**src/rtl/alu_pkg.sv**
```systemverilog
// ALU op codes and RV32I decode constants.
// Shared between the issue stage and the ALU.
package alu_pkg;

    typedef enum logic [4:0] {
        ALU_ADD  = 5'b00000,
        ALU_SLL  = 5'b00001,
        ALU_SLT  = 5'b00010,
        ALU_SLTU = 5'b00011,
        ALU_XOR  = 5'b00100,
        ALU_SRL  = 5'b00101,
        ALU_OR   = 5'b00110,
        ALU_AND  = 5'b00111,
        ALU_SUB  = 5'b01000,
        ALU_SRA  = 5'b01101,
        ALU_BEQ  = 5'b10000,
        ALU_BNE  = 5'b10001,
        ALU_BLT  = 5'b10100,
        ALU_BGE  = 5'b10101,
        ALU_BLTU = 5'b10110,
        ALU_BGEU = 5'b10111,
        ALU_PASS = 5'b11111
    } alu_op_e;

    localparam logic [6:0] OPC_OP     = 7'b0110011;
    localparam logic [6:0] OPC_OP_IMM = 7'b0010011;
    localparam logic [6:0] OPC_LUI    = 7'b0110111;
    localparam logic [6:0] OPC_AUIPC  = 7'b0010111;
    localparam logic [6:0] OPC_BRANCH = 7'b1100011;
    localparam logic [6:0] OPC_JAL    = 7'b1101111;
    localparam logic [6:0] OPC_JALR   = 7'b1100111;

    localparam logic [2:0] F3_ADD  = 3'b000;
    localparam logic [2:0] F3_SLL  = 3'b001;
    localparam logic [2:0] F3_SR   = 3'b101;
    localparam logic [2:0] F3_BR2  = 3'b010;
    localparam logic [2:0] F3_BR3  = 3'b011;

    localparam logic [6:0] F7_ZERO = 7'b0000000;
    localparam logic [6:0] F7_ALT  = 7'b0100000;

    typedef struct packed {
        logic [31:0] i;
        logic [31:0] s;
        logic [31:0] b;
        logic [31:0] u;
        logic [31:0] j;
    } imm_t;

endpackage

```
**src/rtl/alu_issue_stage_if.sv**
```systemverilog
// Issue-stage handshake bundle: upstream instruction in,
// decoded ALU bundle out.
interface alu_issue_stage_if
    import alu_pkg::*;
#(
    parameter int CNT_W = 32
);
    logic             in_valid_i;
    logic             in_ready_o;
    logic [31:0]      instr_i;
    logic [31:0]      pc_i;
    logic [31:0]      rs1_data_i;
    logic [31:0]      rs2_data_i;
    logic             flush_i;
    logic             out_valid_o;
    logic             out_ready_i;
    logic [31:0]      alu_a_o;
    logic [31:0]      alu_b_o;
    alu_op_e          alu_op_o;
    logic [4:0]       rd_o;
    logic             reg_we_o;
    logic             is_branch_o;
    logic             is_jump_o;
    logic [31:0]      target_o;
    logic             illegal_o;
    logic [CNT_W-1:0] issued_cnt_o;

    modport master (
        input  in_valid_i, instr_i, pc_i, rs1_data_i, rs2_data_i,
        input  flush_i, out_ready_i,
        output in_ready_o, out_valid_o, alu_a_o, alu_b_o, alu_op_o,
        output rd_o, reg_we_o, is_branch_o, is_jump_o, target_o,
        output illegal_o, issued_cnt_o
    );

    modport slave (
        output in_valid_i, instr_i, pc_i, rs1_data_i, rs2_data_i,
        output flush_i, out_ready_i,
        input  in_ready_o, out_valid_o, alu_a_o, alu_b_o, alu_op_o,
        input  rd_o, reg_we_o, is_branch_o, is_jump_o, target_o,
        input  illegal_o, issued_cnt_o
    );

endinterface

```
**src/rtl/alu_issue_stage_imm_gen.sv**
```systemverilog
// RV32I immediate extraction: I/S/B/U/J formats,
// each sign-extended to 32 bits.
module imm_gen
    import alu_pkg::*;
(
    input  logic [31:0] instr,
    output imm_t        imm
);

    always_comb begin
        imm.i = {{20{instr[31]}}, instr[31:20]};
        imm.s = {{20{instr[31]}}, instr[31:25], instr[11:7]};
        imm.b = {{19{instr[31]}}, instr[31], instr[7],
                 instr[30:25], instr[11:8], 1'b0};
        imm.u = {instr[31:12], 12'b0};
        imm.j = {{11{instr[31]}}, instr[31], instr[19:12],
                 instr[20], instr[30:21], 1'b0};
    end

endmodule

```
**src/rtl/alu_issue_stage.sv**
```systemverilog
// Register-read to execute issue stage: decodes one RV32I
// instruction into ALU operands, op and control, one-entry buffered.
module alu_issue_stage
    import alu_pkg::*;
#(
    parameter int XLEN  = 32,
    parameter int CNT_W = 32
)(
    input logic              clk_i,
    input logic              rst_ni,
    alu_issue_stage_if.master bus
);

    imm_t        imm;
    logic [6:0]  opc;
    logic [2:0]  f3;
    logic [6:0]  f7;
    logic [4:0]  rd;

    logic [XLEN-1:0] d_a, d_b, d_tgt;
    alu_op_e         d_op;
    logic            d_we, d_br, d_jmp, d_ill;

    logic            valid_q;
    logic            accept, handoff;

    imm_gen u_imm_gen (
        .instr (bus.instr_i),
        .imm   (imm)
    );

    assign opc = bus.instr_i[6:0];
    assign rd  = bus.instr_i[11:7];
    assign f3  = bus.instr_i[14:12];
    assign f7  = bus.instr_i[31:25];

    always_comb begin
        d_a   = '0;
        d_b   = '0;
        d_op  = ALU_ADD;
        d_we  = 1'b0;
        d_br  = 1'b0;
        d_jmp = 1'b0;
        d_tgt = '0;
        d_ill = 1'b0;
        unique case (opc)
            OPC_OP: begin
                d_a  = bus.rs1_data_i;
                d_b  = bus.rs2_data_i;
                d_op = alu_op_e'({1'b0, f7[5], f3});
                d_we = 1'b1;
                d_ill = !(f7 == F7_ZERO ||
                          (f7 == F7_ALT && (f3 == F3_ADD || f3 == F3_SR)));
            end
            OPC_OP_IMM: begin
                d_a  = bus.rs1_data_i;
                d_we = 1'b1;
                if (f3 == F3_SLL || f3 == F3_SR) begin
                    d_b   = {27'b0, bus.instr_i[24:20]};
                    d_op  = alu_op_e'({1'b0, f7[5], f3});
                    d_ill = !(f7 == F7_ZERO ||
                              (f7 == F7_ALT && f3 == F3_SR));
                end else begin
                    d_b  = imm.i;
                    d_op = alu_op_e'({2'b00, f3});
                end
            end
            OPC_LUI: begin
                d_b  = imm.u;
                d_we = 1'b1;
            end
            OPC_AUIPC: begin
                d_a  = bus.pc_i;
                d_b  = imm.u;
                d_we = 1'b1;
            end
            OPC_BRANCH: begin
                d_a   = bus.rs1_data_i;
                d_b   = bus.rs2_data_i;
                d_op  = alu_op_e'({2'b10, f3});
                d_br  = 1'b1;
                d_tgt = bus.pc_i + imm.b;
                d_ill = (f3 == F3_BR2 || f3 == F3_BR3);
            end
            OPC_JAL: begin
                d_a   = bus.pc_i + 32'd4;
                d_op  = ALU_PASS;
                d_we  = 1'b1;
                d_jmp = 1'b1;
                d_tgt = bus.pc_i + imm.j;
            end
            OPC_JALR: begin
                d_a   = bus.pc_i + 32'd4;
                d_op  = ALU_PASS;
                d_we  = 1'b1;
                d_jmp = 1'b1;
                d_tgt = (bus.rs1_data_i + imm.i) & ~32'h1;
                d_ill = (f3 != F3_ADD);
            end
            default: d_ill = 1'b1;
        endcase
        // Illegal instructions issue as an inert ADD 0,0
        if (d_ill) begin
            d_a   = '0;
            d_b   = '0;
            d_op  = ALU_ADD;
            d_we  = 1'b0;
            d_br  = 1'b0;
            d_jmp = 1'b0;
            d_tgt = '0;
        end
        if (rd == 5'd0) d_we = 1'b0;
    end

    assign bus.in_ready_o = ~valid_q | bus.out_ready_i;
    assign accept  = bus.in_valid_i & bus.in_ready_o & ~bus.flush_i;
    assign handoff = valid_q & bus.out_ready_i;

    always_ff @(posedge clk_i or negedge rst_ni) begin
        if (!rst_ni) begin
            valid_q          <= 1'b0;
            bus.alu_a_o      <= '0;
            bus.alu_b_o      <= '0;
            bus.alu_op_o     <= ALU_ADD;
            bus.rd_o         <= '0;
            bus.reg_we_o     <= 1'b0;
            bus.is_branch_o  <= 1'b0;
            bus.is_jump_o    <= 1'b0;
            bus.target_o     <= '0;
            bus.illegal_o    <= 1'b0;
            bus.issued_cnt_o <= '0;
        end else begin
            if (bus.flush_i)  valid_q <= 1'b0;
            else if (accept)  valid_q <= 1'b1;
            else if (handoff) valid_q <= 1'b0;
            if (accept) begin
                bus.alu_a_o     <= d_a;
                bus.alu_b_o     <= d_b;
                bus.alu_op_o    <= d_op;
                bus.rd_o        <= rd;
                bus.reg_we_o    <= d_we;
                bus.is_branch_o <= d_br;
                bus.is_jump_o   <= d_jmp;
                bus.target_o    <= d_tgt;
                bus.illegal_o   <= d_ill;
            end
            if (handoff) bus.issued_cnt_o <= bus.issued_cnt_o + 1'b1;
        end
    end

    assign bus.out_valid_o = valid_q;

endmodule

```
**src/flat_wrapper.sv**
```systemverilog
// flat-port wrapper written by rule: the top's interface ports become plain ports
module alu_issue_stage_flat import alu_pkg::*;
#(
    parameter int XLEN  = 32,
    parameter int CNT_W = 32
)
  (clk_i, rst_ni, bus_in_valid_i, bus_instr_i, bus_pc_i, bus_rs1_data_i, bus_rs2_data_i, bus_flush_i, bus_out_ready_i, bus_in_ready_o, bus_out_valid_o, bus_alu_a_o, bus_alu_b_o, bus_alu_op_o, bus_rd_o, bus_reg_we_o, bus_is_branch_o, bus_is_jump_o, bus_target_o, bus_illegal_o, bus_issued_cnt_o);
  alu_issue_stage_if #(.CNT_W(CNT_W)) bus_i ();
  input logic clk_i;
  input logic rst_ni;
  input wire logic [$bits(bus_i.in_valid_i)-1:0] bus_in_valid_i;
  input wire logic [$bits(bus_i.instr_i)-1:0] bus_instr_i;
  input wire logic [$bits(bus_i.pc_i)-1:0] bus_pc_i;
  input wire logic [$bits(bus_i.rs1_data_i)-1:0] bus_rs1_data_i;
  input wire logic [$bits(bus_i.rs2_data_i)-1:0] bus_rs2_data_i;
  input wire logic [$bits(bus_i.flush_i)-1:0] bus_flush_i;
  input wire logic [$bits(bus_i.out_ready_i)-1:0] bus_out_ready_i;
  output wire logic [$bits(bus_i.in_ready_o)-1:0] bus_in_ready_o;
  output wire logic [$bits(bus_i.out_valid_o)-1:0] bus_out_valid_o;
  output wire logic [$bits(bus_i.alu_a_o)-1:0] bus_alu_a_o;
  output wire logic [$bits(bus_i.alu_b_o)-1:0] bus_alu_b_o;
  output wire logic [$bits(bus_i.alu_op_o)-1:0] bus_alu_op_o;
  output wire logic [$bits(bus_i.rd_o)-1:0] bus_rd_o;
  output wire logic [$bits(bus_i.reg_we_o)-1:0] bus_reg_we_o;
  output wire logic [$bits(bus_i.is_branch_o)-1:0] bus_is_branch_o;
  output wire logic [$bits(bus_i.is_jump_o)-1:0] bus_is_jump_o;
  output wire logic [$bits(bus_i.target_o)-1:0] bus_target_o;
  output wire logic [$bits(bus_i.illegal_o)-1:0] bus_illegal_o;
  output wire logic [$bits(bus_i.issued_cnt_o)-1:0] bus_issued_cnt_o;
  assign bus_i.in_valid_i = bus_in_valid_i;
  assign bus_i.instr_i = bus_instr_i;
  assign bus_i.pc_i = bus_pc_i;
  assign bus_i.rs1_data_i = bus_rs1_data_i;
  assign bus_i.rs2_data_i = bus_rs2_data_i;
  assign bus_i.flush_i = bus_flush_i;
  assign bus_i.out_ready_i = bus_out_ready_i;
  assign bus_in_ready_o = bus_i.in_ready_o;
  assign bus_out_valid_o = bus_i.out_valid_o;
  assign bus_alu_a_o = bus_i.alu_a_o;
  assign bus_alu_b_o = bus_i.alu_b_o;
  assign bus_alu_op_o = bus_i.alu_op_o;
  assign bus_rd_o = bus_i.rd_o;
  assign bus_reg_we_o = bus_i.reg_we_o;
  assign bus_is_branch_o = bus_i.is_branch_o;
  assign bus_is_jump_o = bus_i.is_jump_o;
  assign bus_target_o = bus_i.target_o;
  assign bus_illegal_o = bus_i.illegal_o;
  assign bus_issued_cnt_o = bus_i.issued_cnt_o;
  alu_issue_stage #(.XLEN(XLEN), .CNT_W(CNT_W)) u_core (.clk_i(clk_i), .rst_ni(rst_ni), .bus(bus_i));
endmodule
```
**config.mk**
```make
export PLATFORM = sky130hd
export DESIGN_NAME = alu_issue_stage_flat
export DESIGN_NICKNAME = d
export VERILOG_FILES = /design/src/rtl/alu_pkg.sv /design/src/rtl/alu_issue_stage_if.sv /design/src/rtl/alu_issue_stage_imm_gen.sv /design/src/rtl/alu_issue_stage.sv /design/src/flat_wrapper.sv
export SDC_FILE = /design/constraint.sdc
export NUM_CORES = 1
export LEC_CHECK = 0
export BUFFER_PORTS_ARGS = -buffer_cell sky130_fd_sc_hd__buf_2
export CORE_ASPECT_RATIO = 0.8
export CORE_MARGIN = 3
export CORE_UTILIZATION = 58
export DETAILED_ROUTE_END_ITERATION = 7
export MAX_ROUTING_LAYER = met4
export PLACE_DENSITY = 0.87
export SKIP_CTS_REPAIR_TIMING = 1
export SYNTH_ARGS = -nofsm -noshare
export SYNTH_HDL_FRONTEND = slang
export SYNTH_SLANG_ARGS = --single-unit
```
**constraint.sdc**
```tcl
create_clock -name clk_i -period 4.65 [get_ports clk_i]
set_clock_uncertainty 0.2 [all_clocks]
set_input_delay 0.93 -clock clk_i [delete_from_list [all_inputs] [get_ports clk_i]]
set_output_delay 0.93 -clock clk_i [all_outputs]
set_load 0.05 [all_outputs]
```
==> summary.json <==
{
  "fraction_of_final_layout_cells_sized_beyond_drive_strength_1_pct": 24.5,
  "syn-mean-instance-area_um2": 8.60,
  "critical_path.startpoint": "bus_instr_i[1]",
  "core_um2": 17400,
  "pin_count_of_the_biggest_net_entering_global_routing": 97,
  "total_power_mw": 3.67,
  "first_iter_violations": 1205,
  "asyncSetResetFlopFracSynth_pct": 100,
  "final_util_pct": 72.2,
  "power.ir.vdd_worst_uv": 233,
  "floorplan.die.height_um": 125,
  "mappedNetlistNets": 1403,
  "clockRootBuffer": "clkbuf_16",
  "leakagePower_nw": 6.14,
  "hold_violations": 0,
  "mappedNetlistArea_um2": 10300,
  "cts_num_sinks": 143,
  "synth-edff-count": 0,
  "place_hpwl_um": 28200,
  "cts_inserted_buffers": 17,
  "clock_tree.htree_level_count": 4,
  "core.rowCount": 43,
  "placement.setup.worst_slack_ns": 0.114,
  "die_area_um2": 19500,
  "total_setup_violations_reported_at_the_end_of_the_flow": 0,
  "grt_pass1_vias": 10300,
  "hold_path_class": "reg2reg",
  "synth-seq-cells": 143,
  "reg2reg_from": "u_core.bus.out_valid_o",
  "rsz0062_at_grt": "no",
  "wire_length_of_the_first_global_routing_pass_um": 57200,
  "worst_skew_pair.late_latency_ns": 0.43,
  "synth_seq_area_share_pct": 34.6,
  "vias": 11000,
  "fp.dieW_um": 155,
  "result_of_the_run": "finished clean",
  "final.setup.worst_slack_ns": 0.464,
  "criticalPathCategory": "in2reg",
  "first_pass_iters": 6,
  "clockBufferDepth": 2,
  "post_synth_num_cell_types": 76,
  "crit_path_end_kind": "register",
  "flow.area_growth_from_synthesis_pct": 21.7,
  "postSynthCellCount": 1203,
  "min_period_over_period_pct": 90.0,
  "yosys_warnings": 0,
  "drcViolationCount": 0,
  "route.antenna.remaining_nets": 0,
  "boundaryPins": 277,
  "clkTransAtPathRegs_ns": 0.07,
  "worstPathMaxFanout": 8,
  "tightestPinTransition_ns": 0.902,
  "crit_path_launch_type": "primary input",
  "nets": 1663,
  "wl_per_cell_um": 21.9,
  "tritoncts_clock_tree": "built",
  "track_usage_pct": 38.3,
  "timing.final.crit_period_ns": 4.19,
  "overflow": 0,
  "powerDensity_nw_per_um2": 292,
  "tns_ns": 0,
  "place.port_buffers": 276,
  "mostFrequentLayoutCells": "buf_2 (275), nand2_1 (177), dfrtp_1 (143), o21ai_0 (88), a21oi_1 (82)",
  "wirelength_um": 37300,
  "mostFrequentLayoutCell": "buf_2",
  "avgViaCountPerCell": 6.47,
  "worst_slew_margin_rel_pct": 39.9,
  "most_used_dff_post_synth": "dfrtp_1",
  "critical_path_required_ns": 4.79,
  "holdWs_ns": 0.263,
  "gpl.final_weighted_congestion": 1.05,
  "cp_data_arrival_time_ns": 4.33,
  "fmaxAchievable_mhz": 239,
  "initial_core_util_pct": 59.4,
  "worst_hold_startpoint": "u_core.bus.issued_cnt_o[31]",
  "timing_max_transition_violations_final": 0,
  "initial_antenna_violation_count": 6,
  "max_cap_violations": 0
}
layout make-up:
cell class	instances	area (um^2)
multi-input combinational	982	6460
fill	1382	4840
sequential	143	3580
timing repair buffer	297	1560
clock buffer	17	425
tap	225	282
clock inverter	15	186
inverter	22	82.6
antenna	6	15.0
metal layers:
| layer | part of all wire, % | wire length, um | track usage, % | vias to the layer above |
|---|---|---|---|---|
| met5 | 0 | 0 | - | - |
| met4 | 2.5 | 939 | 11.6 | 0 |
| met3 | 13 | 4880 | 12.1 | 72 |
| met2 | 43 | 15900 | 52.9 | 689 |
| met1 | 42 | 15600 | 54.0 | 5257 |
| li1 | - | - | - | 5027 |
worst paths after layout:
kind                                                to  cells past startpoint  slack, ns
max                            u_core.bus.target_o[26]                     15       0.46
min                        u_core.bus.issued_cnt_o[31]                      1       0.26
max reg2reg                    u_core.bus.target_o[31]                      9       1.86
min reg2reg                u_core.bus.issued_cnt_o[31]                      1       0.26
max in group asynchronous        u_core.bus.alu_b_o[9]                      2       3.06
min in group asynchronous       u_core.bus.alu_a_o[24]                      1       0.38
registers in the layout, summed over array words and instances (netlist names):
register,flops
u_core.bus.target_o,32
u_core.bus.is_branch_o,1
u_core.bus.out_valid_o,1
u_core.bus.rd_o,5
u_core.bus.alu_b_o,32
u_core.bus.is_jump_o,1
u_core.bus.alu_a_o,32
u_core.bus.issued_cnt_o,32
u_core.bus.alu_op_o,5
u_core.bus.illegal_o,1
u_core.bus.reg_we_o,1
synthesized netlist by cell type, types with 11 or more instances:
master | n | area share (%)
nand2_1 | 177 | 6.4
dfrtp_1 | 143 | 35
o21ai_0 | 88 | 4.3
a21oi_1 | 82 | 4.0
ha_1 | 65 | 7.9
nor2_1 | 60 | 2.2
xnor2_1 | 51 | 4.3
o21ai_1 | 42 | 2.0
clkbuf_1 | 41 | 1.5
xor2_1 | 39 | 3.3
a21o_1 | 30 | 2.2
nand3_1 | 29 | 1.4
a221oi_1 | 27 | 2.3
nand4_1 | 24 | 1.5
a22o_1 | 23 | 1.9
inv_1 | 22 | 0.80
a22oi_1 | 19 | 1.4
and3_1 | 19 | 1.1
o221ai_1 | 13 | 1.1
nor3_1 | 12 | 0.58
buf_2 | 11 | 0.53
nand2b_1 | 11 | 0.67
nor4_1 | 11 | 0.67
o22ai_1 | 11 | 0.67
logic make-up after synthesis:
group | synth area share, %
simple gates | 18.2
compound gates | 27.0
buf+inv | 3.04
fa+ha+maj | 8.25
mux | 1.28
flops | 34.6
xor+xnor | 7.62
power breakdown:
part / switching (mW) / leakage (nW) / internal (mW) / total [mW]
clock network: 0.613 / 0.300 / 0.818 / 1.43
registers: 0.0334 / 1.96 / 1.28 / 1.31
logic: 0.620 / 3.88 / 0.315 / 0.935
worst max-delay path, stage by stage:
cell      delay (ns)
buf_2           0.07
nand2_1         0.16
nor4b_4         0.33
nand2_1         0.18
and2_0          0.35
a31o_2          0.29
ha_1            0.41
nand4_1         0.18
nor4b_1         0.38
a22oi_1         0.17
a21o_1          0.23
nand2_1         0.16
a21boi_0        0.15
xor2_1          0.16
o221ai_1        0.17
per-stage QoR:
step           instance area (um^2)  cells
3_5_place_dp                  12000   1669
4_1_cts                       12600   1701
5_1_grt                       12600   1707
3_3_place_gp                  12000   1669
6_report                      12600   1707
2_1_floorplan                 10300   1203
No activity file was read; power rests on OpenSTA's default activity.
